[config.mk]
export PLATFORM = sky130hd
export DESIGN_NAME = uart_tx_dev
export DESIGN_NICKNAME = d
export VERILOG_FILES = /design/src/rtl/uart_tx_dev.sv
export SDC_FILE = /design/constraint.sdc
export NUM_CORES = 1
export LEC_CHECK = 0
export CAP_MARGIN = 20
export CORE_MARGIN = 1.5
export CORE_UTILIZATION = 57
export CTS_BUF_LIST = sky130_fd_sc_hd__clkbuf_8
export CTS_CLUSTER_SIZE = 10
export DETAILED_ROUTE_END_ITERATION = 16
export PLACE_DENSITY = 0.83
export SYNTH_ARGS = -nofsm -noshare
export SYNTH_HDL_FRONTEND = slang
export SYNTH_SLANG_ARGS = --single-unit
[constraint.sdc]
create_clock -name clk -period 4.7 [get_ports clk]
set_clock_uncertainty 0.2 [all_clocks]
set_input_delay 0.94 -clock clk [delete_from_list [all_inputs] [get_ports clk]]
set_output_delay 0.94 -clock clk [all_outputs]
set_load 0.02 [all_outputs]
[src/rtl/uart_tx_dev.sv]
// Bridge-attached UART transmitter: byte FIFO drained as 8N1 frames on txd, with a "drained" level IRQ.
// Define UART_PARITY_EN to insert an even-parity bit between the data bits and the stop bit.
module uart_tx_dev #(
  parameter int unsigned BAUD_DIV = 868,
  parameter int unsigned FIFO_AW  = 3
) (
  input  logic        clk,
  input  logic        rst,
  input  logic        we_i,
  input  logic [1:0]  addr_i,
  input  logic [31:0] data_in,
  output logic [31:0] data_out,
  output logic        txd,
  output logic        IRQ
);

  localparam int unsigned DEPTH = 1 << FIFO_AW;
  localparam int unsigned CW    = FIFO_AW + 1;
  localparam int unsigned BW    = 16;
  localparam logic [BW-1:0] BAUD_LAST = BW'(BAUD_DIV - 1);
`ifdef UART_PARITY_EN
  localparam logic PAR_EN = 1'b1;
`else
  localparam logic PAR_EN = 1'b0;
`endif

  typedef enum logic [2:0] {
    S_IDLE   = 3'd0,
    S_START  = 3'd1,
    S_DATA   = 3'd2,
    S_PARITY = 3'd3,
    S_STOP   = 3'd4
  } state_t;

  state_t               r_state;
  state_t               w_state_nxt;
  logic [7:0]           r_mem [DEPTH];
  logic [FIFO_AW-1:0]   r_wptr;
  logic [FIFO_AW-1:0]   r_rptr;
  logic [CW-1:0]        r_count;
  logic [7:0]           r_shift;
  logic [2:0]           r_bit_idx;
  logic [BW-1:0]        r_baud;
  logic                 r_busy;
  logic                 r_irq_en;
  logic                 r_ovf;
  logic                 r_txd;
  logic                 r_irq;

  logic w_empty;
  logic w_full;
  logic w_tx_wr;
  logic w_st_wr;
  logic w_push;
  logic w_ovf_set;
  logic w_baud_end;
  logic w_pop;
  logic w_bit_step;
  logic w_busy_clr;
  logic w_txd_nxt;
  logic w_unused;

  assign w_empty    = (r_count == CW'(0));
  assign w_full     = (r_count == CW'(DEPTH));
  assign w_tx_wr    = we_i && (addr_i == 2'd0);
  assign w_st_wr    = we_i && (addr_i == 2'd1);
  assign w_push     = w_tx_wr && !w_full;
  assign w_ovf_set  = w_tx_wr && w_full;
  assign w_baud_end = (r_baud == BAUD_LAST);
  assign w_unused   = &{1'b0, data_in[31:8], data_in[2:0]};

  // FSM state register
  always_ff @(posedge clk) begin
    if (rst) r_state <= S_IDLE;
    else     r_state <= w_state_nxt;
  end

  // FSM next state
  always_comb begin
    w_state_nxt = r_state;
    case (r_state)
      S_IDLE:   if (!w_empty) w_state_nxt = S_START;
      S_START:  if (w_baud_end) w_state_nxt = S_DATA;
      S_DATA: begin
        if (w_baud_end && (r_bit_idx == 3'd7)) begin
`ifdef UART_PARITY_EN
          w_state_nxt = S_PARITY;
`else
          w_state_nxt = S_STOP;
`endif
        end
      end
      S_PARITY: if (w_baud_end) w_state_nxt = S_STOP;
      S_STOP:   if (w_baud_end) w_state_nxt = w_empty ? S_IDLE : S_START;
      default:  w_state_nxt = S_IDLE;
    endcase
  end

  // FSM outputs: FIFO pop, bit stepping, busy release and next line level
  always_comb begin
    w_pop      = 1'b0;
    w_bit_step = 1'b0;
    w_busy_clr = 1'b0;
    w_txd_nxt  = 1'b1;
    case (r_state)
      S_IDLE:   w_pop = !w_empty;
      S_START:  w_txd_nxt = 1'b0;
      S_DATA: begin
        w_txd_nxt  = r_shift[r_bit_idx];
        w_bit_step = w_baud_end;
      end
      S_PARITY: w_txd_nxt = ^r_shift;
      S_STOP: begin
        w_pop      = w_baud_end && !w_empty;
        w_busy_clr = w_baud_end && w_empty;
      end
      default:  w_txd_nxt = 1'b1;
    endcase
  end

  // FIFO storage; contents need no reset since occupancy gates every read
  always_ff @(posedge clk) begin
    if (w_push) r_mem[r_wptr] <= data_in[7:0];
  end

  always_ff @(posedge clk) begin
    if (rst) begin
      r_wptr  <= '0;
      r_rptr  <= '0;
      r_count <= '0;
    end else begin
      if (w_push) r_wptr <= r_wptr + FIFO_AW'(1);
      if (w_pop)  r_rptr <= r_rptr + FIFO_AW'(1);
      case ({w_push, w_pop})
        2'b10:   r_count <= r_count + CW'(1);
        2'b01:   r_count <= r_count - CW'(1);
        default: r_count <= r_count;
      endcase
    end
  end

  // Shifter, bit index and baud timing
  always_ff @(posedge clk) begin
    if (rst) begin
      r_shift   <= '0;
      r_bit_idx <= '0;
      r_baud    <= '0;
      r_busy    <= 1'b0;
      r_txd     <= 1'b1;
    end else begin
      if (w_pop) begin
        r_shift   <= r_mem[r_rptr];
        r_bit_idx <= '0;
      end else if (w_bit_step) begin
        r_bit_idx <= r_bit_idx + 3'd1;
      end
      if ((r_state == S_IDLE) || w_baud_end) r_baud <= '0;
      else                                  r_baud <= r_baud + BW'(1);
      if (w_pop)           r_busy <= 1'b1;
      else if (w_busy_clr) r_busy <= 1'b0;
      r_txd <= w_txd_nxt;
    end
  end

  // Control/status bits and the drained interrupt
  always_ff @(posedge clk) begin
    if (rst) begin
      r_irq_en <= 1'b0;
      r_ovf    <= 1'b0;
      r_irq    <= 1'b0;
    end else begin
      if (w_st_wr) r_irq_en <= data_in[3];
      if (w_ovf_set)                  r_ovf <= 1'b1;
      else if (w_st_wr && data_in[4]) r_ovf <= 1'b0;
      r_irq <= r_irq_en && w_empty && !r_busy;
    end
  end

  always_comb begin
    data_out = '0;
    case (addr_i)
      2'd1:    data_out = {26'b0, PAR_EN, r_ovf, r_irq_en, r_busy, w_full, w_empty};
      2'd2:    data_out = 32'(r_count);
      default: data_out = '0;
    endcase
  end

  assign txd = r_txd;
  assign IRQ = r_irq;

endmodule

Word-level counts from Yosys, hierarchy flattened

Memory sizes are Yosys's and may differ from the RTL's. A register that Yosys moved wholly into a read port is not among the register bits.
Cells that the tools add are included.

Flip-flop bits (word level): 37
Memory bits (writable): 64
Input port bits: 37
Output and inout port bits: 34
Word-level logic and storage cells: 80
Memories kept: 1

Add/sub/neg operators: 6
Magnitude comparators: 1
Equal/unequal tests: 16
Multiplexer cells: 21
Reduce and logical (&&, ||, !) cells: 24

Memory list:

| memory | depth | bits a word | rd ports | clocked after memory_dff | wr ports | RTL line | text |
|---|---|---|---|---|---|---|---|
| r_mem  | 8     | 8           | 1        | 1                        | 1        | 37       | `logic [7:0] r_mem [DEPTH];` |

Operators with widths:

| kind                  | number |
|---|---|
| $add 16x1->16 const B | 1 |
| $eq 16x10->1 const B  | 1 |
| $mux 3                | 5 |
| $pmux 3 s5            | 1 |
| $logic_and 1x1->1     | 10 |
| $mux 1                | 10 |
| $ne 2x2->1 const B    | 5 |
| $pmux 5 s2            | 1 |
| $add 3x1->3 const B   | 3 |
| $pmux 4 s2            | 1 |
| $reduce_xor 8->1      | 1 |
| $eq 3x2->1 const B    | 2 |
| $eq 3x3->1 const B    | 2 |
| $reduce_bool 2->1     | 3 |
| $reduce_and 5->1      | 1 |
| $add 4x1->4 const B   | 1 |
| $eq 2x1->1 const B    | 2 |
| $eq 2x2->1 const B    | 2 |
| $eq 4x4->1 const B    | 1 |
| $logic_not 4->1       | 1 |
| $lt 3x4->1 const B    | 1 |
| $reduce_or 2->1       | 2 |
| $sub 4x1->4 const B   | 1 |
| $bmux 1 s3            | 1 |
| 7 further kinds       | 9 |

Longest topological paths before layout

Depth after elaboration: 6
Gate-level depth with buffers: 12
Depth with buffers taken out: 12

Worst setup path after synthesis

OpenSTA, ideal clock, no wires.

Kind: register -> register
From: register r_baud[0]
To: register r_count[2]
Library setup time: 0.070 ns
Data arrival time: 3.082 ns
Required time: 4.430 ns
Setup slack: 1.348 ns
Stages on the path, launching flop included: 13
Buffers on the path: 0
Clock period less this slack: 3.352 ns
Cells stage by stage: dfxtp_1 ha_1 or4b_4 nor4_2 o21ai_2 inv_2 ha_1 xor2_1 ha_1 a21oi_1 xor2_1 or3_1 a21oi_1

Longest elaborated chain between the ends: 5
Elaborated cells on any way between the ends: 7
Classes of those cells: eq/ne: 3; mux: 2; reduce/logical: 2

Ends and longest elaborated chain:

| what                                                   | RTL line | text |
|---|---|---|
| start, declared                                        | 43       | `logic [BW-1:0] r_baud;` |
| start signal, assigned                                 | 158      | `else r_baud <= r_baud + BW'(1);` |
| $eq 16x10->1 *                                         | 69       | `assign w_baud_end = (r_baud == BAUD_LAST);` |
| $logic_and 1x1->1 *                                    | 114      | `w_pop = w_baud_end && !w_empty;` |
| $pmux 1 s2 *                                           | 105      | `case (r_state)` |
| via w_pop                                              | 57       | `logic w_pop;` |
| $eq 2x1->1 / $eq 2x2->1 (equally long branches)        | 134      | `case ({w_push, w_pop})` |
| $pmux 4 s2 / $reduce_bool 2->1 (equally long branches) | n/a      |  |
| end signal, assigned                                   | 135      | `2'b10: r_count <= r_count + CW'(1);` |
| end signal, assigned                                   | 136      | `2'b01: r_count <= r_count - CW'(1);` |
| end signal, assigned                                   | 137      | `default: r_count <= r_count;` |
| end, declared                                          | 40       | `logic [CW-1:0] r_count;` |

Mark *: on every way through the listed nets, which the timed path passes. The rest lies on a longest branch.
A chain may end at the register's enable or synchronous reset.

Worst setup path in the final report

From: input port addr_i[1]
To: output port data_out[1]

Longest elaborated chain between the ends: 2
Elaborated cells on any way between the ends: 3
Classes of those cells: eq/ne: 2; mux: 1

Ends and longest elaborated chain:

| what                                            | RTL line | text |
|---|---|---|
| start, declared                                 | 10       | `input logic [1:0] addr_i,` |
| $eq 2x2->1 / $eq 2x1->1 (equally long branches) | 181      | `case (addr_i)` |
| $pmux 5 s2 *                                    | 181      |  |
| end, declared                                   | 12       | `output logic [31:0] data_out,` |

Mark *: on every way between the ends. The rest lies on a longest branch, timed or not.

==> out/summary.txt <==
outcome -> finished, final reports clean
Synth async-reset ratio -> 0%
number of flops mapped to enable cells by yosys -> 64
Logic pwr share -> 27.5%
Clock Sinks -> 109
clock tree buffer depth -> 2
Crit Path Max Fanout -> 8
Final Max Slew Viols -> 0
Setup TNS -> 0 ns
CTS tree -> built
H-tree Lvls -> 3
Pint -> 1.63 mW
wire length per cell -> 15.8 um
Power Dens Cells -> 444 nW/um^2
hpwl dp -> 5.76 mm
Critical Path Start Type -> input port
gr ovfl total -> 0
Synth-to-Final Area Change -> 7.76%
number of fill cells -> 673
number of global-route vias before repair -> 3018
post-CTS sizing -> 0
post-CTS setup buffer count -> 0
FP Rows -> 34
register bit count reported by yosys -> 109
fin crit period -> 3.87 ns
Max Cap Viol -> 0
drt drc -> 0
Starting Density -> 58.1%
Initial DRC Count -> 133
synth warn -> 0
sequential power share -> 49.5%
Clock power frac -> 23.0%
1st-pass router iterations -> 4
unrepaired setup endpoints after global routing -> no
Relative slew margins -> 34.8%
Pleak -> 1.80 nW
Syn Inst Count -> 410
DIE HEIGHT -> 96.8 um
CP required -> 3.56 ns
average size of a mapped cell -> 12.2 um^2
top_reg_cell synth -> edfxtp_1
global-route wire length before repair -> 14.2 mm
I/O Buffers -> 19
# IOs -> 71
initial antenna violation count -> 0
CTS Hold Buffers Added -> 0
Skew-Pair Late Insertion Delay -> 0.38 ns
library cells used by synthesis -> 55
CTS Buf Count -> 9
GRT Overall Usage -> 19.1%
Final Hold Fails -> 0
net switching power -> 768 uW
Nets -> 475
area of the core -> 8640 um^2
critical path arrival -> 2.73 ns
Post-Place Setup Slack -> 0.847 ns
clk root buf -> clkbuf_8
total die area -> 9370 um^2
post-synthesis sequential area ratio -> 56.3%
gpl congestion -> 0.840
final worst path period share -> 82.3%
Final ANT Viol Nets -> 0
Mapped Area -> 5010 um^2
Finish-stage setup viols -> 0
vias per cell -> 5.66
largest net degree at the start of global routing -> 26
ANT cells -> 0
HP Class -> reg2reg
Slew @ Worst Pin -> 0.975 ns
Clock transition at path regs -> 0.10 ns
final setup margin -> 0.831 ns
Worst setup EP type -> output port
Setup CP Type -> in2out
switching share of total power -> 32.0%
routed wire length -> 8.53 mm
layout cells sized above 1 -> 14.1%
FMAX -> 258 MHz
DR vias -> 3055
Die X -> 96.8 um
VDD IR max -> 0.258 mV
-- worst paths after layout --
path                  start           to  slack (ns)  cells past startpoint
setup reg to reg  r_baud[0]   r_count[2]        1.15                     13
hold / removal    r_baud[0]    r_baud[0]        0.28                      1
hold reg to reg   r_baud[0]    r_baud[0]        0.28                      1
setup / recovery  addr_i[1]  data_out[1]        0.83                      6
-- final cells by class --
class | count | area (um^2) | area share, %
clock inverter | 7 | 75.1 | 1.39
timing repair buffer | 24 | 228 | 4.21
sequential | 109 | 2820 | 52.2
clock buffer | 9 | 124 | 2.29
inverter | 9 | 33.8 | 0.625
multi-input combinational | 274 | 1990 | 36.7
tap | 108 | 135 | 2.50
-- cell usage in the layout (no fill, tap or decap), types with 11 or more instances in the layout --
master           netlist  layout
xnor2_1               13      13
dfxtp_1               45      45
conb_1                 1      27
a21oi_1               13      13
nor3_1                14      14
clkdlybuf4s50_1        0      19
ha_1                  11      11
nor2b_1               14      14
nand2_1               14      14
o21ai_0               12      12
nor2_1                48      48
edfxtp_1              64      64
nand3_1               11      11
mux4_2                18      18
-- synthesized netlist by cell type, drive strengths merged (2+ instances only) --
library cell / instances / area, um^2
ha: 11 / 138
nor4: 4 / 31.3
or3: 7 / 48.8
a22oi: 3 / 22.5
or4: 2 / 18.8
nor3b: 2 / 15.0
clkbuf: 13 / 48.8
nor2b: 14 / 87.6
buf: 31 / 221
and3: 4 / 26.3
nand3b: 2 / 15.0
mux2: 9 / 101
xnor2: 13 / 114
nand2: 14 / 52.6
a211oi: 5 / 42.5
mux2i: 4 / 40.0
nand4: 6 / 37.5
edfxtp: 64 / 1920
a21oi: 13 / 65.1
dfxtp: 45 / 901
mux4: 18 / 405
nor2: 48 / 180
xor2: 8 / 70.1
inv: 8 / 30.0
nor3: 14 / 70.1
nand3: 11 / 55.1
nand2b: 6 / 37.5
o21ai: 13 / 68.8
or4b: 3 / 33.8
-- logic make-up after synthesis --
| group | synth area share, % |
|---|---|
| other | 0.0748 |
| XOR/XNOR | 3.67 |
| multiplexers | 10.9 |
| AO/OA/AOI/OAI | 4.94 |
| adder cells (fa/ha/maj) | 2.74 |
| flip-flops | 56.3 |
| buffers and inverters | 6.06 |
| AND/OR/NAND/NOR | 15.3 |
-- power by group through the flow --
stage               logic, mW  clock network [mW]  registers, mW
floorplan               0.603                   0           1.14
global placement        0.638                   0           1.20
detailed placement      0.658                   0           1.21
CTS                     0.662               0.559           1.19
global route            0.720               0.592           1.20
finish                  0.658               0.552           1.19
-- per-stage QoR --
stage / hold WS (ns) / util [%] / instances / total power [mW] / instance area, um^2
floorplan: 0.226 / - / 436 / 1.74 / 5110
global placement: 0.241 / 60.3 / 524 / 1.84 / 5200
detailed placement: 0.260 / 60.3 / 524 / 1.87 / 5200
CTS: 0.286 / 62.6 / 540 / 2.41 / 5400
global route: 0.298 / 62.6 / 540 / 2.52 / 5400
finish: 0.282 / 62.6 / 540 / 2.40 / 5400
-- per-layer routing --
metal | GRT usage (%) | up-vias | wire, um
li1 | - | 1478 | -
met1 | 24.5 | 1497 | 3790
met2 | 32.1 | 66 | 4240
met3 | 4.91 | 14 | 332
met4 | 5.91 | 0 | 173
met5 | 0 | - | 0
-- critical path: stages --
cell	delay [ns]
clkdlybuf4s50_1	0.44
inv_1	0.09
ha_1	0.30
nand4b_1	0.12
a21boi_0	0.20
clkdlybuf4s50_1	0.63
-- state kept, by name, summed over array words and instances (netlist names) --
| name | flops |
|---|---|
| r_irq_en | 1 |
| r_mem | 64 |
| IRQ | 1 |
| r_ovf | 1 |
| txd | 1 |
| r_bit_idx | 3 |
| r_count | 4 |
| r_shift | 8 |
| r_baud | 16 |
| r_rptr | 3 |
| r_busy | 1 |
| r_state | 3 |
| r_wptr | 3 |
Note: power is estimated with default switching activity, not from simulation.
